`config.mk`:
```
export PLATFORM = sky130hd
export DESIGN_NAME = apb_master
export DESIGN_NICKNAME = d
export VERILOG_FILES = /design/src/rtl/apb_pkg.sv /design/src/rtl/apb_addr_decoder.sv /design/src/rtl/apb_master.sv
export SDC_FILE = /design/constraint.sdc
export NUM_CORES = 1
export LEC_CHECK = 0
export BUFFER_PORTS_ARGS = -buffer_cell sky130_fd_sc_hd__buf_2
export CAP_MARGIN = 15
export CORE_ASPECT_RATIO = 0.8
export CORE_MARGIN = 2
export CORE_UTILIZATION = 25
export DETAILED_ROUTE_END_ITERATION = 10
export GPL_ROUTABILITY_DRIVEN = 0
export PLACE_DENSITY = 0.59
export SKIP_CTS_REPAIR_TIMING = 1
export SLEW_MARGIN = 40
export SYNTH_ARGS = -nofsm -noshare
export SYNTH_HDL_FRONTEND = slang
export SYNTH_SLANG_ARGS = --single-unit
```
`constraint.sdc`:
```
create_clock -name PCLK -period 2.2 [get_ports PCLK]
set_input_delay 0.44 -clock PCLK [delete_from_list [all_inputs] [get_ports PCLK]]
set_output_delay 0.44 -clock PCLK [all_outputs]
set_load 0.01 [all_outputs]
```
`src/rtl/apb_pkg.sv`:
```
// Shared APB definitions: FSM state encoding, slave-index field width, decode-error flag.
package apb_pkg;

  localparam int unsigned IDX_W      = 4;
  localparam logic        DECODE_ERR = 1'b1;

  typedef enum logic [1:0] {
    IDLE   = 2'b00,
    SETUP  = 2'b01,
    ACCESS = 2'b10
  } apb_state_e;

endpackage

```
`src/rtl/apb_addr_decoder.sv`:
```
// Combinational slave decode: 4-bit index field at SEL_LSB -> one-hot select plus out-of-range flag.
module apb_addr_decoder
  import apb_pkg::*;
#(
  parameter int unsigned ADDR_WIDTH = 32,
  parameter int unsigned NUM_SLAVES = 4,
  parameter int unsigned SEL_LSB    = 16
) (
  input  logic [ADDR_WIDTH-1:0] addr_i,
  output logic [NUM_SLAVES-1:0] sel_o_c,
  output logic                  dec_err_o_c
);

  logic [IDX_W-1:0] idx_c;
  logic             unused_addr_c;

  assign idx_c         = addr_i[SEL_LSB +: IDX_W];
  assign unused_addr_c = ^addr_i;

  always_comb begin
    sel_o_c = '0;
    for (int unsigned i = 0; i < NUM_SLAVES; i++) begin
      sel_o_c[i] = (idx_c == IDX_W'(i));
    end
  end

  assign dec_err_o_c = (32'(idx_c) >= NUM_SLAVES);

endmodule

```
`src/rtl/apb_master.sv`:
```
// APB requester: one command at a time, SETUP/ACCESS with wait states, single-cycle response.
// Optional ACCESS wait timeout enabled by defining APB_MASTER_TIMEOUT_EN.
module apb_master
  import apb_pkg::*;
#(
  parameter int unsigned ADDR_WIDTH     = 32,
  parameter int unsigned DATA_WIDTH     = 32,
  parameter int unsigned NUM_SLAVES     = 4,
  parameter int unsigned SEL_LSB        = 16,
  parameter int unsigned TIMEOUT_CYCLES = 16
) (
  input  logic                             PCLK,
  input  logic                             PRESETn,
  input  logic                             cmd_valid,
  output logic                             cmd_ready,
  input  logic                             cmd_write,
  input  logic [ADDR_WIDTH-1:0]            cmd_addr,
  input  logic [DATA_WIDTH-1:0]            cmd_wdata,
  output logic                             rsp_valid,
  output logic [DATA_WIDTH-1:0]            rsp_rdata,
  output logic                             rsp_err,
  output logic [ADDR_WIDTH-1:0]            PADDR,
  output logic [NUM_SLAVES-1:0]            PSEL,
  output logic                             PENABLE,
  output logic                             PWRITE,
  output logic [DATA_WIDTH-1:0]            PWDATA,
  input  logic [NUM_SLAVES*DATA_WIDTH-1:0] PRDATA,
  input  logic [NUM_SLAVES-1:0]            PREADY,
  input  logic [NUM_SLAVES-1:0]            PSLVERR
);

  apb_state_e             state_q, state_d;
  logic [ADDR_WIDTH-1:0]  paddr_q, paddr_d;
  logic [NUM_SLAVES-1:0]  psel_q, psel_d;
  logic                   penable_q, penable_d;
  logic                   pwrite_q, pwrite_d;
  logic [DATA_WIDTH-1:0]  pwdata_q, pwdata_d;
  logic                   rsp_valid_q, rsp_valid_d;
  logic [DATA_WIDTH-1:0]  rsp_rdata_q, rsp_rdata_d;
  logic                   rsp_err_q, rsp_err_d;

  logic [NUM_SLAVES-1:0]  dec_sel_c;
  logic                   dec_err_c;
  logic                   sel_ready_c;
  logic                   sel_err_c;
  logic [DATA_WIDTH-1:0]  sel_rdata_c;

`ifdef APB_MASTER_TIMEOUT_EN
  localparam int unsigned CNT_W = $clog2(TIMEOUT_CYCLES + 1);
  logic [CNT_W-1:0]       wait_cnt_q, wait_cnt_d;
`else
  logic                   unused_timeout_c;
  assign unused_timeout_c = ^32'(TIMEOUT_CYCLES);
`endif

  apb_addr_decoder #(
    .ADDR_WIDTH (ADDR_WIDTH),
    .NUM_SLAVES (NUM_SLAVES),
    .SEL_LSB    (SEL_LSB)
  ) u_dec (
    .addr_i      (cmd_addr),
    .sel_o_c     (dec_sel_c),
    .dec_err_o_c (dec_err_c)
  );

  // PSEL is one-hot during a transfer, so it doubles as the return-path mux select.
  always_comb begin
    sel_ready_c = 1'b0;
    sel_err_c   = 1'b0;
    sel_rdata_c = '0;
    for (int unsigned i = 0; i < NUM_SLAVES; i++) begin
      sel_ready_c = sel_ready_c | (psel_q[i] & PREADY[i]);
      sel_err_c   = sel_err_c | (psel_q[i] & PSLVERR[i]);
      sel_rdata_c = sel_rdata_c | ({DATA_WIDTH{psel_q[i]}} & PRDATA[i*DATA_WIDTH +: DATA_WIDTH]);
    end
  end

  always_comb begin
    state_d     = state_q;
    paddr_d     = paddr_q;
    psel_d      = psel_q;
    penable_d   = penable_q;
    pwrite_d    = pwrite_q;
    pwdata_d    = pwdata_q;
    rsp_valid_d = 1'b0;
    rsp_rdata_d = rsp_rdata_q;
    rsp_err_d   = rsp_err_q;
`ifdef APB_MASTER_TIMEOUT_EN
    wait_cnt_d  = wait_cnt_q;
`endif
    case (state_q)
      IDLE: begin
        if (cmd_valid) begin
          paddr_d  = cmd_addr;
          pwrite_d = cmd_write;
          pwdata_d = cmd_wdata;
          if (dec_err_c) begin
            rsp_valid_d = 1'b1;
            rsp_err_d   = DECODE_ERR;
            rsp_rdata_d = '0;
          end else begin
            psel_d  = dec_sel_c;
            state_d = SETUP;
          end
        end
      end
      SETUP: begin
        penable_d = 1'b1;
        state_d   = ACCESS;
`ifdef APB_MASTER_TIMEOUT_EN
        wait_cnt_d = '0;
`endif
      end
      ACCESS: begin
        if (sel_ready_c) begin
          psel_d      = '0;
          penable_d   = 1'b0;
          state_d     = IDLE;
          rsp_valid_d = 1'b1;
          rsp_err_d   = sel_err_c;
          rsp_rdata_d = (pwrite_q || sel_err_c) ? '0 : sel_rdata_c;
        end
`ifdef APB_MASTER_TIMEOUT_EN
        // Ready on the limit edge wins over the abort.
        else if (wait_cnt_q == CNT_W'(TIMEOUT_CYCLES - 1)) begin
          psel_d      = '0;
          penable_d   = 1'b0;
          state_d     = IDLE;
          rsp_valid_d = 1'b1;
          rsp_err_d   = 1'b1;
          rsp_rdata_d = '0;
        end else begin
          wait_cnt_d = wait_cnt_q + CNT_W'(1);
        end
`endif
      end
      default: begin
        state_d   = IDLE;
        psel_d    = '0;
        penable_d = 1'b0;
      end
    endcase
  end

  always_ff @(posedge PCLK or negedge PRESETn) begin
    if (!PRESETn) begin
      state_q     <= IDLE;
      paddr_q     <= '0;
      psel_q      <= '0;
      penable_q   <= 1'b0;
      pwrite_q    <= 1'b0;
      pwdata_q    <= '0;
      rsp_valid_q <= 1'b0;
      rsp_rdata_q <= '0;
      rsp_err_q   <= 1'b0;
`ifdef APB_MASTER_TIMEOUT_EN
      wait_cnt_q  <= '0;
`endif
    end else begin
      state_q     <= state_d;
      paddr_q     <= paddr_d;
      psel_q      <= psel_d;
      penable_q   <= penable_d;
      pwrite_q    <= pwrite_d;
      pwdata_q    <= pwdata_d;
      rsp_valid_q <= rsp_valid_d;
      rsp_rdata_q <= rsp_rdata_d;
      rsp_err_q   <= rsp_err_d;
`ifdef APB_MASTER_TIMEOUT_EN
      wait_cnt_q  <= wait_cnt_d;
`endif
    end
  end

  assign cmd_ready = (state_q == IDLE);
  assign PADDR     = paddr_q;
  assign PSEL      = psel_q;
  assign PENABLE   = penable_q;
  assign PWRITE    = pwrite_q;
  assign PWDATA    = pwdata_q;
  assign rsp_valid = rsp_valid_q;
  assign rsp_rdata = rsp_rdata_q;
  assign rsp_err   = rsp_err_q;

endmodule
```
==> qor.yml <==
leakagePower_nw: 3.50
regToRegStartpoint: "state_q[1]"
cts.path.max_buffers: 2
ys_top_cells_by_area: "dfrtp_1, mux2_1, a22oi_1, mux2_4, a21oi_2"
drt-initial-drc-count: 147
period_needed_ps: 1830
synth_seq_cells: 106
antenna_found_initial: 0
yosys_warnings: 0
drive_gt1_share_pct: 60.9
synthDistinctLibCells: 31
die_area_mm2: 0.0213
dr_total_vias: 4188
num-fill-cells: 1956
cts_tree: "done"
grt_pass1_wl_mm: 22.9
fmax_ghz: 0.546
place_ws_ps: 300
grt_use_total_pct: 13.9
root_buffer: "clkbuf_16"
synth_common_cells: "dfrtp_1, mux2_1, a22oi_1"
timing.final.hold_violations: 0
critPathKind: "reg -> reg"
startpoint: "state_q[1]"
finalSetupTns_ps: 0
seqCellArea_mm2: 0.00265
multi_input_area_mm2: 0.00220
die_x_um: 163
insertedDiodeCount: 0
start_util_pct: 25.5
status: "completed"
nets: 871
max_slew_margin_pct: 60.9
die_h_um: 131
ios: 309
regToRegEndpoint: "rsp_rdata[26]"
setup_slack_ps: 368
clkSinkCount: 106
r2r_setup_slack_ps: 370
r2r_cells: 4
synth_area_mm2: 0.00504
worst_pin_slew_ps: 586
period_share_pct: 83.3
synth.most_common_cell: "dfrtp_1"
synthCells: 360
endpoint_kind: "register"
drt_wl_total_mm: 14.9
overflow: 0
syn_to_final_growth_pct: 42.9
required_ps: 2440
yosysSeqAreaShare_pct: 52.6
finClkSkew_ps: 11.5
grt_pass1_vias: 4338
p_sw_share_pct: 35.7
vias_per_cell: 4.47
synth_edf_count: 0
route.detailed.drc: 0
power_density_mw_per_mm2: 1020
wl_per_cell_um: 16.0
synth_top_area_share_pct: 52.6
clkPwrFrac_pct: 22.4
clk_pin_slew_ps: 70
post-dp-hpwl_mm: 11.7
power_frac_comb_pct: 38.3
crit_end: "rsp_rdata[26]"
numPortBuffers: 308
synth_flop_cell: "dfrtp_1"
timing.hold.worst.class: "in -> async"
htree_num_levels: 3
start_kind: "register"
finalMaxSlewViolations: 0
clock_latency_ps: 360
ant_nets: 0
rsz0062_at_grt: "false"
synth_nets: 564
cts_made_buffers: 9
rows: 46
synth.avg_cell_area_um2: 14.0
yosysTopAreaCell: "dfrtp_1"
pwr-share-seq_pct: 39.4
crit_path_max_fanout: 24
setup_viol: 0
firstDrtPassIters: 4
cp.arrival_ps: 2070
coreArea_mm2: 0.0198
p_int_mw: 4.75
grt_max_degree: 54
ir_drop_mv: 0.516
p_sw_mw: 2.64
synthArstFlopShare_pct: 100
max-cap-violations: 0
[worst min path at each step]
stage                   endpoint
finish              rsp_rdata[2]
detailed placement  rsp_rdata[2]
global route        rsp_rdata[2]
floorplan               PADDR[0]
CTS                 rsp_rdata[2]
global placement    rsp_rdata[2]
[power by group through the flow]
stage          clock network (mW)  registers [mW]  logic [mW]
6_report                     1.65            2.91        2.83
3_5_place_dp                    0            2.95        2.88
4_1_cts                      1.73            2.92        2.89
5_1_grt                      1.81            3.01        3.08
2_1_floorplan                   0            3.24        1.35
3_3_place_gp                    0            2.93        2.86
[stage by stage]
step / cell area (um^2) / hold slack [ps] / utilization (%) / total power, mW / instances
6_report: 7210 / 3.16 / 36.4 / 7.38 / 936
5_1_grt: 7210 / 18.3 / 36.4 / 7.89 / 936
4_1_cts: 7210 / 11.3 / 36.4 / 7.54 / 936
3_5_place_dp: 6910 / 397 / 34.9 / 5.82 / 920
3_3_place_gp: 6910 / 401 / 34.9 / 5.80 / 920
2_1_floorplan: 5040 / 144 / - / 4.59 / 360
[layout make-up]
type                       instances  share of cell area (%)
sequential                       106                    36.8
multi-input combinational        222                    30.5
timing repair buffer             326                    23.8
tap                              264                    4.58
clock buffer                      10                    3.31
clock inverter                     6                   0.902
inverter                           2                   0.104
[sequential cells by signal, summed over array words and instances (netlist names)]
signal,flops
PWRITE,1
PSEL,4
PWDATA,32
PADDR,32
rsp_rdata,32
rsp_valid,1
rsp_err,1
state_q,2
PENABLE,1
[cell usage in the layout (no fill, tap or decap), types with 3 or more instances in the layout]
cell type | synthesis | final
clkbuf_16 | 0 | 9
a22oi_1 | 64 | 64
buf_2 | 9 | 307
dfrtp_1 | 106 | 106
a21oi_2 | 30 | 30
buf_4 | 1 | 16
nand2_1 | 3 | 3
buf_12 | 0 | 3
mux2_1 | 73 | 73
mux2_4 | 29 | 29
[metal layers]
| layer | GRT usage (%) | wire [um] |
|---|---|---|
| met5 | 0 | 0 |
| met4 | 2.81 | 118 |
| met3 | 5.98 | 1590 |
| met2 | 24.0 | 7160 |
| met1 | 16.3 | 6080 |
[logic make-up after synthesis]
logic type / Yosys count / synth area share [%]
flip-flops: 106 / 52.6
AO/OA/AOI/OAI: 103 / 16.4
multiplexers: 102 / 24.9
buffers and inverters: 32 / 3.87
AND/OR/NAND/NOR: 17 / 2.21
[critical path: stages (launching register included)]
cell     delay (ps)
dfrtp_1         430
nor2b_1         300
a32o_2          200
buf_4           390
mux2_1          370
(Power assumes the default switching activity.)
